--- src/rtl/sparc_iter_divider.sv ---
// Iterative radix-2 restoring divider for SPARC V8 UDIV/SDIV/UDIVCC/SDIVCC.
// 64/32 divide with V8 saturation, divide-by-zero trap and per-thread kill.
//
// state | meaning
// IDLE  | waiting for a request, req_ready high
// CHECK | form magnitudes, detect divide-by-zero and early overflow
// ITER  | one restoring quotient bit per cycle, 32 cycles
// FIX   | apply sign and saturation, load response registers
// DONE  | response held until resp_ready
module sparc_iter_divider #(
  parameter int          TID_W     = 6,
  parameter logic [5:0]  TT_DIVZ_V = 6'b101010
) (
  input  logic             gclk,
  input  logic             rstn,
  input  logic             req_valid,
  output logic             req_ready,
  input  logic [5:0]       req_op3,
  input  logic [TID_W-1:0] req_tid,
  input  logic [31:0]      req_y,
  input  logic [31:0]      req_rs1,
  input  logic [31:0]      req_rs2,
  input  logic             kill_valid,
  input  logic [TID_W-1:0] kill_tid,
  output logic             resp_valid,
  input  logic             resp_ready,
  output logic [TID_W-1:0] resp_tid,
  output logic [31:0]      resp_result,
  output logic             resp_icc_we,
  output logic [3:0]       resp_icc,
  output logic             resp_trap,
  output logic [5:0]       resp_tt
);

  typedef enum logic [2:0] {IDLE, CHECK, ITER, FIX, DONE} state_t;

  state_t           state;
  logic             cc_q, sgn_q, qneg_q, trap_q, ovf_q;
  logic [TID_W-1:0] tid_q;
  logic [31:0]      y_q, rs1_q, rs2_q;
  logic [31:0]      dvs_q, rem_q, quo_q;
  logic [4:0]       cnt_q;

  // only the CC and signed bits of op3 steer the datapath
  logic unused_op3;
  assign unused_op3 = ^{req_op3[5], req_op3[3:1]};

  assign req_ready = (state == IDLE);

  logic kill_hit;
  assign kill_hit = kill_valid && (state != IDLE) && (kill_tid == tid_q);

  // CHECK: operand magnitudes
  logic        dvd_neg, dvs_neg, div_zero, early_ovf;
  logic [63:0] dvd, dvd_mag;
  logic [31:0] dvs_mag;

  always_comb begin
    dvd       = {y_q, rs1_q};
    dvd_neg   = sgn_q & y_q[31];
    dvs_neg   = sgn_q & rs2_q[31];
    dvd_mag   = dvd_neg ? (64'd0 - dvd) : dvd;
    dvs_mag   = dvs_neg ? (32'd0 - rs2_q) : rs2_q;
    div_zero  = (rs2_q == 32'd0);
    early_ovf = !div_zero && (dvd_mag[63:32] >= dvs_mag);
  end

  // ITER: quo_q shifts dividend bits out the top and quotient bits in the bottom
  logic [32:0] rem_sh, rem_sub;
  logic        qbit;

  always_comb begin
    rem_sh  = {rem_q, quo_q[31]};
    rem_sub = rem_sh - {1'b0, dvs_q};
    qbit    = (rem_sh >= {1'b0, dvs_q});
  end

  // FIX: sign and saturation
  logic [31:0] fix_res;
  logic        fix_v;

  always_comb begin
    fix_res = quo_q;
    fix_v   = 1'b0;
    if (trap_q) begin
      fix_res = 32'd0;
    end else if (ovf_q) begin
      fix_v   = 1'b1;
      fix_res = !sgn_q ? 32'hFFFF_FFFF : (qneg_q ? 32'h8000_0000 : 32'h7FFF_FFFF);
    end else if (sgn_q && !qneg_q) begin
      if (quo_q > 32'h7FFF_FFFF) begin
        fix_res = 32'h7FFF_FFFF;
        fix_v   = 1'b1;
      end
    end else if (sgn_q && qneg_q) begin
      if (quo_q > 32'h8000_0000) begin
        fix_res = 32'h8000_0000;
        fix_v   = 1'b1;
      end else begin
        fix_res = 32'd0 - quo_q;
      end
    end
  end

  always_ff @(posedge gclk or negedge rstn) begin
    if (!rstn) begin
      state       <= IDLE;
      cc_q        <= 1'b0;
      sgn_q       <= 1'b0;
      qneg_q      <= 1'b0;
      trap_q      <= 1'b0;
      ovf_q       <= 1'b0;
      tid_q       <= '0;
      y_q         <= 32'd0;
      rs1_q       <= 32'd0;
      rs2_q       <= 32'd0;
      dvs_q       <= 32'd0;
      rem_q       <= 32'd0;
      quo_q       <= 32'd0;
      cnt_q       <= 5'd0;
      resp_valid  <= 1'b0;
      resp_tid    <= '0;
      resp_result <= 32'd0;
      resp_icc_we <= 1'b0;
      resp_icc    <= 4'd0;
      resp_trap   <= 1'b0;
      resp_tt     <= 6'd0;
    end else if (kill_hit) begin
      state      <= IDLE;
      resp_valid <= 1'b0;
    end else begin
      case (state)
        IDLE: begin
          if (req_valid) begin
            cc_q  <= req_op3[4];
            sgn_q <= req_op3[0];
            tid_q <= req_tid;
            y_q   <= req_y;
            rs1_q <= req_rs1;
            rs2_q <= req_rs2;
            state <= CHECK;
          end
        end
        CHECK: begin
          qneg_q <= dvd_neg ^ dvs_neg;
          dvs_q  <= dvs_mag;
          rem_q  <= dvd_mag[63:32];
          quo_q  <= dvd_mag[31:0];
          cnt_q  <= 5'd31;
          trap_q <= div_zero;
          ovf_q  <= early_ovf;
          // early exits still pass through FIX so the response appears after edge 2
          state  <= (div_zero || early_ovf) ? FIX : ITER;
        end
        ITER: begin
          rem_q <= qbit ? rem_sub[31:0] : rem_sh[31:0];
          quo_q <= {quo_q[30:0], qbit};
          cnt_q <= cnt_q - 5'd1;
          if (cnt_q == 5'd0) state <= FIX;
        end
        FIX: begin
          resp_valid  <= 1'b1;
          resp_tid    <= tid_q;
          resp_result <= fix_res;
          resp_icc_we <= cc_q & ~trap_q;
          resp_icc    <= {fix_res[31], (fix_res == 32'd0), fix_v, 1'b0};
          resp_trap   <= trap_q;
          resp_tt     <= trap_q ? TT_DIVZ_V : 6'd0;
          state       <= DONE;
        end
        DONE: begin
          if (resp_ready) begin
            resp_valid <= 1'b0;
            state      <= IDLE;
          end
        end
        default: state <= IDLE;
      endcase
    end
  end

endmodule

--- config.mk ---
export PLATFORM = sky130hd
export DESIGN_NAME = sparc_iter_divider
export DESIGN_NICKNAME = d
export VERILOG_FILES = /design/src/rtl/sparc_iter_divider.sv
export SDC_FILE = /design/constraint.sdc
export NUM_CORES = 1
export LEC_CHECK = 0
export ABC_AREA = 1
export CORE_ASPECT_RATIO = 0.8
export CORE_UTILIZATION = 45
export DETAILED_ROUTE_END_ITERATION = 6
export PLACE_DENSITY = 0.65
export SETUP_SLACK_MARGIN = 0.2
export SLEW_MARGIN = 15
export SYNTH_ARGS = -nofsm -noshare
export SYNTH_HDL_FRONTEND = slang
export SYNTH_SLANG_ARGS = --single-unit
--- constraint.sdc ---
create_clock -name gclk -period 4.8 [get_ports gclk]
set_clock_uncertainty 0.15 [all_clocks]
set_input_delay 0.72 -clock gclk [delete_from_list [all_inputs] [get_ports gclk]]
set_output_delay 0.72 -clock gclk [all_outputs]
set_load 0.05 [all_outputs]
==> metrics.csv <==
stage,metric,value,unit
critical_path,worst path cell trace,inv_2 -> ha_1 -> nand3_2 -> nor2_4 -> inv_1 -> nor4_1 -> nand4_1 -> xor2_1 -> a21boi_0 -> ha_1 -> nand2_1 -> inv_1 -> nand3_1 -> nor4_1 -> and2_1 -> nand4_1 -> and3_1 -> nand2_1 -> nand2_1 -> a21oi_1,
clocking,# H-tree levels,1,
global_route,first-pass GRT wire length,88600,um
global_route,Global Route Usage Sum,0.287,
timing,RSZ-0062 raised after global routing,false,
yosys,Netlist cell types,66,
global_route,GRT overflow,0,
die,core box area,38300,um^2
timing,crit share post-route,0.864,
place,Port Buffers,162,
route,drt total wl,57000,um
route,drt first pass iters,6,
timing,Setup TNS,0,ns
yosys,Synth Area in XOR/XNOR,0.0610,
flow_run,max-cap violation count,0,
die,die span in x,223,um
timing,post-route minimum period,4.15,ns
global_route,initial antenna violation count,1,
clocking,root buf cell,clkbuf_16,
yosys,syn_area_per_cell,7.26,um^2
die,num rows,64,
timing,Rel. slew slack,0.274,
clocking,Setup Buffers After CTS,0,
die,total die area,39700,um^2
clocking,Clock Sinks,254,
yosys,post-synthesis simple-gate area fraction,0.268,
yosys,Area contributors post-synth,"dfrtp_1, nand2_1, nor2_1",
critical_path,"slowest stage delay, CP",0.60,ns
yosys,asr flop ratio synth,1.00,
clocking,Worst-path clk slew,0.06,ns
finish,Antenna diodes,0,
global_route,largest net degree at the start of global routing,109,
place,gpl congestion,0.985,
die,Initial Utilization,0.458,
critical_path,critical path endpoint category,flip-flop,
critical_path,startpoint of the worst register-to-register path,rs1_q[0],
finish,synthesis-to-finish area growth,17.1,%
yosys,Post-synth EDFFs,0,
route,vias post-DR,16800,
critical_path,"Worst Path Class, Setup",reg2reg,
yosys,post-synth top area cell,dfrtp_1,
yosys,post-synth top area share,0.363,
place,hpwl dp,44100,um
yosys,Yosys reg bits,254,
finish,Final nets,2726,
timing,final setup vio count,0,
critical_path,CP max stage cell,nor4_1,
yosys,Synth Cell Area,17500,um^2
route,remaining antenna violation count after routing,0,
yosys,largest family of logic cells by synthesized area,simple AND/OR/NAND/NOR gates,
yosys,Yosys warnings,0,
die,DIE HEIGHT,178,um
critical_path,Crit path top cell by count,nand2_1,
global_route,vias in the first global route,15700,
critical_path,r2r setup slk,0.65,ns
timing,Final Max Slew Viols,0,
yosys,Synth Area in Adders,0.0504,
route,1st-iter DRT viols,1558,
clocking,total CTS buffers,30,
timing,Worst Max-Slew Pin Slew,1.09,ns
yosys,mux cell area share after synthesis,0.0167,
timing,f_max,241,MHz
yosys,cells after synthesis,2413,
yosys,ys flop type,dfrtp_1,
worst_hold_path,Hold Crit Class,in2async,
clocking,TritonCTS clock tree,done,
finish,share of cells above drive strength 1,0.0762,
critical_path,Crit. Startpoint,rs1_q[0],
yosys,"Seq/Total Area, Yosys",0.363,
critical_path,critical path required time,5.14,ns
route,WL/cell,18.7,um
critical_path,crit path DAT,4.49,ns
clocking,worst skew pair latency,0.58,ns
die,Top Ports,171,
critical_path,Critical Path Start Type,flip-flop,
critical_path,CP max FO,5,
clocking,hold buffers post-CTS,0,
route,vias per inst,5.49,
run_status,status,completed,
clocking,CTS resizes,0,
route,DR DRC count,0,
yosys,compound-cell area share of the yosys netlist,0.149,
timing,"Hold Vio Cnt, Final",0,
clocking,clock buffer depth,3,
cell type report:
class                      count  area [um^2]
fill                        3690        17800
inverter                     298         1120
sequential                   254         6360
timing repair buffer         184         1820
multi-input combinational   1769         9580
clock buffer                  40          860
clock inverter                14          159
tap                          495          619
worst paths after layout:
kind | cells past startpoint | endpoint
setup / recovery | 20 | state[0]
hold / removal | 1 | resp_result[26]
setup reg to reg | 20 | state[0]
hold reg to reg | 2 | resp_tid[5]
max in group asynchronous | 2 | resp_result[2]
min in group gclk | 2 | resp_tid[5]
state kept, by name (all words and copies together), names as in the netlist, 32 cells and up:
| name | flops |
|---|---|
| quo_q | 32 |
| dvs_q | 32 |
| resp_result | 32 |
| rs1_q | 32 |
| y_q | 32 |
| rem_q | 32 |
| rs2_q | 32 |
synthesized netlist by cell type (4+ instances only):
| library cell | number |
|---|---|
| o22ai_1 | 4 |
| inv_1 | 260 |
| o221ai_1 | 35 |
| nor2_2 | 12 |
| nor3_2 | 4 |
| nand2_2 | 9 |
| a22o_1 | 5 |
| nand3_1 | 118 |
| o21ai_0 | 114 |
| buf_1 | 8 |
| nand3_2 | 5 |
| xor2_1 | 102 |
| o21bai_1 | 11 |
| nand4_1 | 31 |
| nor2_1 | 283 |
| ha_1 | 69 |
| a21oi_1 | 178 |
| dfrtp_1 | 254 |
| buf_6 | 4 |
| xnor2_1 | 20 |
| or2_2 | 5 |
| o211ai_1 | 15 |
| a22oi_1 | 9 |
| nor3_1 | 27 |
| buf_2 | 30 |
| o21ai_2 | 5 |
| buf_4 | 14 |
| clkbuf_1 | 39 |
| mux2_2 | 26 |
| or2_1 | 4 |
| o21a_1 | 5 |
| inv_2 | 35 |
| o21ai_1 | 41 |
| nor4_1 | 17 |
| a21o_1 | 4 |
| nand2_1 | 566 |
layout by cell type (no fill, tap or decap), types with 9 or more instances in the layout:
master / count
o21bai_1: 11
a22oi_1: 9
clkdlybuf4s50_1: 161
nor2_2: 12
mux2_2: 26
xnor2_1: 20
nand2_1: 565
inv_1: 260
a21oi_1: 178
inv_2: 35
nor4_1: 17
clkbuf_16: 31
dfrtp_1: 254
xor2_1: 102
o211ai_1: 15
nor2_1: 283
o221ai_1: 35
nand3_1: 118
ha_1: 69
nor3_1: 27
o21ai_0: 114
nand2_2: 9
o21ai_1: 40
nand4_1: 31
buf_4: 20
logic make-up (layout without fill, tap and decap cells):
logic type | after synthesis | after routing
fa+ha+maj | 70 | 70
simple gates | 1101 | 1101
flops | 254 | 254
xor+xnor | 122 | 122
compound gates | 446 | 446
other cells | 1 | 4
mux | 26 | 26
buf+inv | 393 | 536
critical path: cells and delay by family (launching register included):
family,cells,cell delay [ns]
adders and majority gates,2,0.53
DFF,1,0.37
xor gates and xnor gates,1,0.22
and+or+nand+nor,12,2.28
buffers and inverters,3,0.27
AOI/OAI and AO/OA,2,0.25
routing by layer:
metal | GRT usage | wire [um] | vias to the layer above
li1 | - | - | 8116
met1 | 0.444 | 28300 | 7952
met2 | 0.399 | 22500 | 611
met3 | 0.0609 | 4920 | 78
met4 | 0.0678 | 1340 | 0
met5 | 0 | 0 | -
stage by stage:
| step | worst slack [ns] | cell area [um^2] | std cells | utilization | hold slack [ns] |
|---|---|---|---|---|---|
| after floorplan | 1.62 | 17500 | 2416 | - | 0.274 |
| after CTS | 0.730 | 20500 | 3054 | 0.536 | 0.0796 |
| final | 0.653 | 20500 | 3054 | 0.536 | 0.0158 |
| after global routing | 0.408 | 20500 | 3054 | 0.536 | 0.0804 |
| after global placement | 0.755 | 19500 | 3000 | 0.509 | 0.314 |
| after detailed placement | 0.749 | 19500 | 3000 | 0.509 | 0.316 |
Power is not shown: default switching activity piles up to over one toggle a cycle in this logic, so the estimate is an artifact.
==> RTL change 1 (same flow settings) <==
The parameter `TID_W` goes from 6 to 5.
--- a/src/rtl/sparc_iter_divider.sv
+++ b/src/rtl/sparc_iter_divider.sv
@@ -8,7 +8,7 @@
 // FIX   | apply sign and saturation, load response registers
 // DONE  | response held until resp_ready
 module sparc_iter_divider #(
-  parameter int          TID_W     = 6,
+  parameter int          TID_W     = 5,
   parameter logic [5:0]  TT_DIVZ_V = 6'b101010
 ) (
   input  logic             gclk,
Ports: changed (resized kill_tid, req_tid and resp_tid); port bits go from 171 to 168. The function was not compared with the original's and may differ.
==> RTL change 1 against the original RTL <==
Worst setup slack gained 13 ps. Largest cell class unchanged. Area after synthesis increased by 0.31%. Fmax is 0.31% higher. Die area is 0.31% higher. Wire length grew 1.9%. Sequential cell count decreased by 2. Sequential share of layout area shrank 0.23 points. Design area is essentially flat.
Power is left out: the tool's default activity adds up to more than one toggle a clock period on the data nets, which glitch-free logic cannot reach.
==> RTL change 1: results (changes against the original RTL) <==
Clock Pin Slew Worst Setup and Hold Paths=60 ps (about the same); DR top layer=met4 (unchanged); clk_lat worst skew=590 ps; DR iter-0 viols=2091 (was 1558); first-pass GRT wire length=89.5 mm (was 88.6 mm); clk tree area frac=4.86% (was 4.96%); vias post-DR=17274 (was 16757); CTS Buffer Depth=3 (unchanged); sequential share of the synthesized area=35.9% (was 36.3%); master of the slowest instance on the critical path=dfrtp_1 (was nor4_1); hpwl dp=44.6 mm (was 44.1 mm); outcome=complete, no violations (unchanged); nets@finish=2797 (was 2726); vias in the first global route=15588 (was 15714); Placer Congestion=0.952 (was 0.985); Worst slew margin=19.2% (was 27.4%); Clock Buffer Count=41 (was 40); met3 usage=5.67% (was 6.09%); top cell type's share of synthesized area=35.9% (was 36.3%); Critical R2R Launch=rs2_q[0] (was rs1_q[0]); WL met3=5.35 mm (was 4.92 mm); GRT Overall Usage=28.9% (was 28.7%); FFs & Latches=252 (was 254); NonClk Buf Share=8.75% (was 8.86%); Min-Delay Path Class=in -> async (unchanged); M1 WL=28.8 mm (was 28.3 mm); ys async rst share=100% (unchanged); Routed WL=58.1 mm (was 57.0 mm); #MultiIn Comb=1828 (was 1769); GR Layer Usage met2=40.0% (was 39.9%); layout cells sized above 1=5.62% (was 7.62%); Worst Path Max Fanout=4 (was 5); top_reg_cell synth=dfrtp_1 (unchanged); I/O Buffers=159 (was 162); ANT cells=0 (unchanged); CTS buffer count=29 (was 30); Non-clk invs=317 (was 298); Post-synth top cells=nand2_1, inv_1, o21ai_0, dfrtp_1, nor2_1 (was nand2_1, nor2_1, inv_1, dfrtp_1, a21oi_1); CP peak stage delay=390 ps (was 600 ps); multi-input logic portion of the cell area=46.8% (was 46.7%); GR Util met1=45.7% (was 44.4%); post-synthesis cell type count=58 (was 66); largest net degree at the start of global routing=119 (was 109); metal2 WL=22.7 mm (was 22.5 mm); initial antenna violation count=0 (was 1); sequential share of cell area=30.8% (was 31.0%); fillcell total=3751 (was 3690); R2R setup slack=around 670 ps; synth top area cells=dfrtp_1, nand2_1, o21ai_0, inv_1, ha_1 (was dfrtp_1, nand2_1, nor2_1, inv_1, xor2_1); Non-clock buffers=182 (was 184)
RTL change 1: changes by cell type in the layout (fill, tap and decap cells not counted), sizes merged, moves of 6 or more:
cell	delta
a21oi	-48
inv	+21
mux2	-14
nand2	+82
nand3	+14
nor2	-98
nor3	+16
o211ai	+12
o21ai	+150
o21bai	-7
o221ai	-26
xnor2	-6
xor2	-18
RTL change 1: through the flow:
step                      setup slack (ps)  cell area [um^2]  hold WS [ps]  instances
after detailed placement               614             19500           322       3074
final                                  665             20500           101       3127
after floorplan                       1650             17600           274       2498
after global placement                 712             19500           317       3074
after global routing                   299             20500           179       3127
after CTS                              550             20500           124       3127
RTL change 1: logic make-up after synthesis:
kind of cell	count (synthesis)	share of synthesized area [%]
buffers and inverters	418	9.68
adders and majority gates	70	5.03
other	1	0.0213
AOI/OAI and AO/OA	529	16.5
DFF	252	35.9
muxes	12	0.769
and+or+nand+nor	1115	27.2
xor gates and xnor gates	98	4.89
==> RTL change 2 (same settings) <==
Without the edit above. The 5 states of `state_t` get a one-hot encoding in 5 bits.
--- a/src/rtl/sparc_iter_divider.sv
+++ b/src/rtl/sparc_iter_divider.sv
@@ -32,7 +32,7 @@
   output logic [5:0]       resp_tt
 );
 
-  typedef enum logic [2:0] {IDLE, CHECK, ITER, FIX, DONE} state_t;
+  typedef enum logic [4:0] {IDLE = 5'b00001, CHECK = 5'b00010, ITER = 5'b00100, FIX = 5'b01000, DONE = 5'b10000} state_t;
 
   state_t           state;
   logic             cc_q, sgn_q, qneg_q, trap_q, ovf_q;
Formal check against the unedited RTL: same outputs for any inputs over 4 cycles, from zero or initial values and one cycle with rstn low; so few cycles prove little.
==> RTL change 2 against the original RTL <==
Worst setup slack got worse by 57 ps. Design area shrank 0.39%. Global-route usage is 0.71 points higher. Sequential cell count grew 2. Die area decreased by 0.95%. Critical path depth decreased by 1. Final cell count is 0.26% higher. Core utilization rose by 0.87 points. Wire length increased by 1.2%. Area after synthesis is 0.96% lower. Critical path type unchanged. Highest routed layer unchanged.
==> RTL change 2: results (changes against the original RTL) <==
Routed WL=57.7 mm (was 57.0 mm); metal2 WL=22.3 mm (was 22.5 mm); first-pass GRT wire length=89.9 mm (was 88.6 mm); Synth Area in Compound Gates=14.9% (about the same); outcome=complete, no violations (unchanged); Arr. time, crit path=4520 ps (was 4490 ps); post-synthesis cell type count=58 (was 66); layout cells sized above 1=5.55% (was 7.62%); M1 WL=29.7 mm (was 28.3 mm); drt first pass iters=5 (was 6); GR Util met1=48.0% (was 44.4%); CTS buffer count=28 (was 30); sequential share of the synthesized area=36.9% (was 36.3%); Placer Congestion=0.959 (was 0.985); Critical R2R Capture=state[3] (was state[0]); vias post-DR=16891 (was 16757); placed insts=3010 (was 3000); Worst Path Max Fanout=4 (was 5); adder-cell share of the synthesized area=5.09% (was 5.04%); met3 usage=5.71% (was 6.09%); synth top area cells=dfrtp_1, nand2_1, o21ai_0, inv_1, ha_1 (was dfrtp_1, nand2_1, nor2_1, inv_1, xor2_1); xor/xnor share of the synthesized area=5.96% (was 6.10%); Post-Layout Cell Count=3062 (was 3054); Place WS=761 ps (was 749 ps); vias in the first global route=15717 (was 15714); R2R setup slack=600 ps (was 650 ps); largest net degree at the start of global routing=98 (was 109); worst reg2reg path depth=19 (was 20); hpwl dp=44.6 mm (was 44.1 mm); GRT Overall Usage=29.4% (was 28.7%); DR iter-0 viols=1741 (was 1558); Post-synth top cells=nand2_1, dfrtp_1, inv_1, o21ai_0, nor2_1 (was nand2_1, nor2_1, inv_1, dfrtp_1, a21oi_1); mux cell area share after synthesis=0% (was 1.67%); nets@finish=2742 (was 2726); WL met3=5.01 mm (was 4.92 mm)
## RTL change 2: worst max path at each step
stage	endpoint	slack, ps	cells after the start
4_1_cts	state[3]	740	19
5_1_grt	state[3]	400	26
3_5_place_dp	state[3]	760	19
3_3_place_gp	state[3]	780	26
6_report	state[3]	600	19
2_1_floorplan	state[3]	1680	26
## RTL change 2: final cells by class
class,count,area [um^2]
clock buffer,33,749
clock inverter,19,347
fill,3700,17100
inverter,264,1000
multi-input combinational,1821,9480
sequential,256,6410
tap,487,609
timing repair buffer,182,1840
## RTL change 2: stage by stage
step | power, mW | util (%) | cell area [um^2]
finish | 17.5 | 54.5 | 20400
global route | 18.9 | 54.5 | 20400
CTS | 17.3 | 54.5 | 20400
detailed placement | 14.6 | 51.5 | 19300
global placement | 14.5 | 51.5 | 19300
floorplan | 11.4 | - | 17400
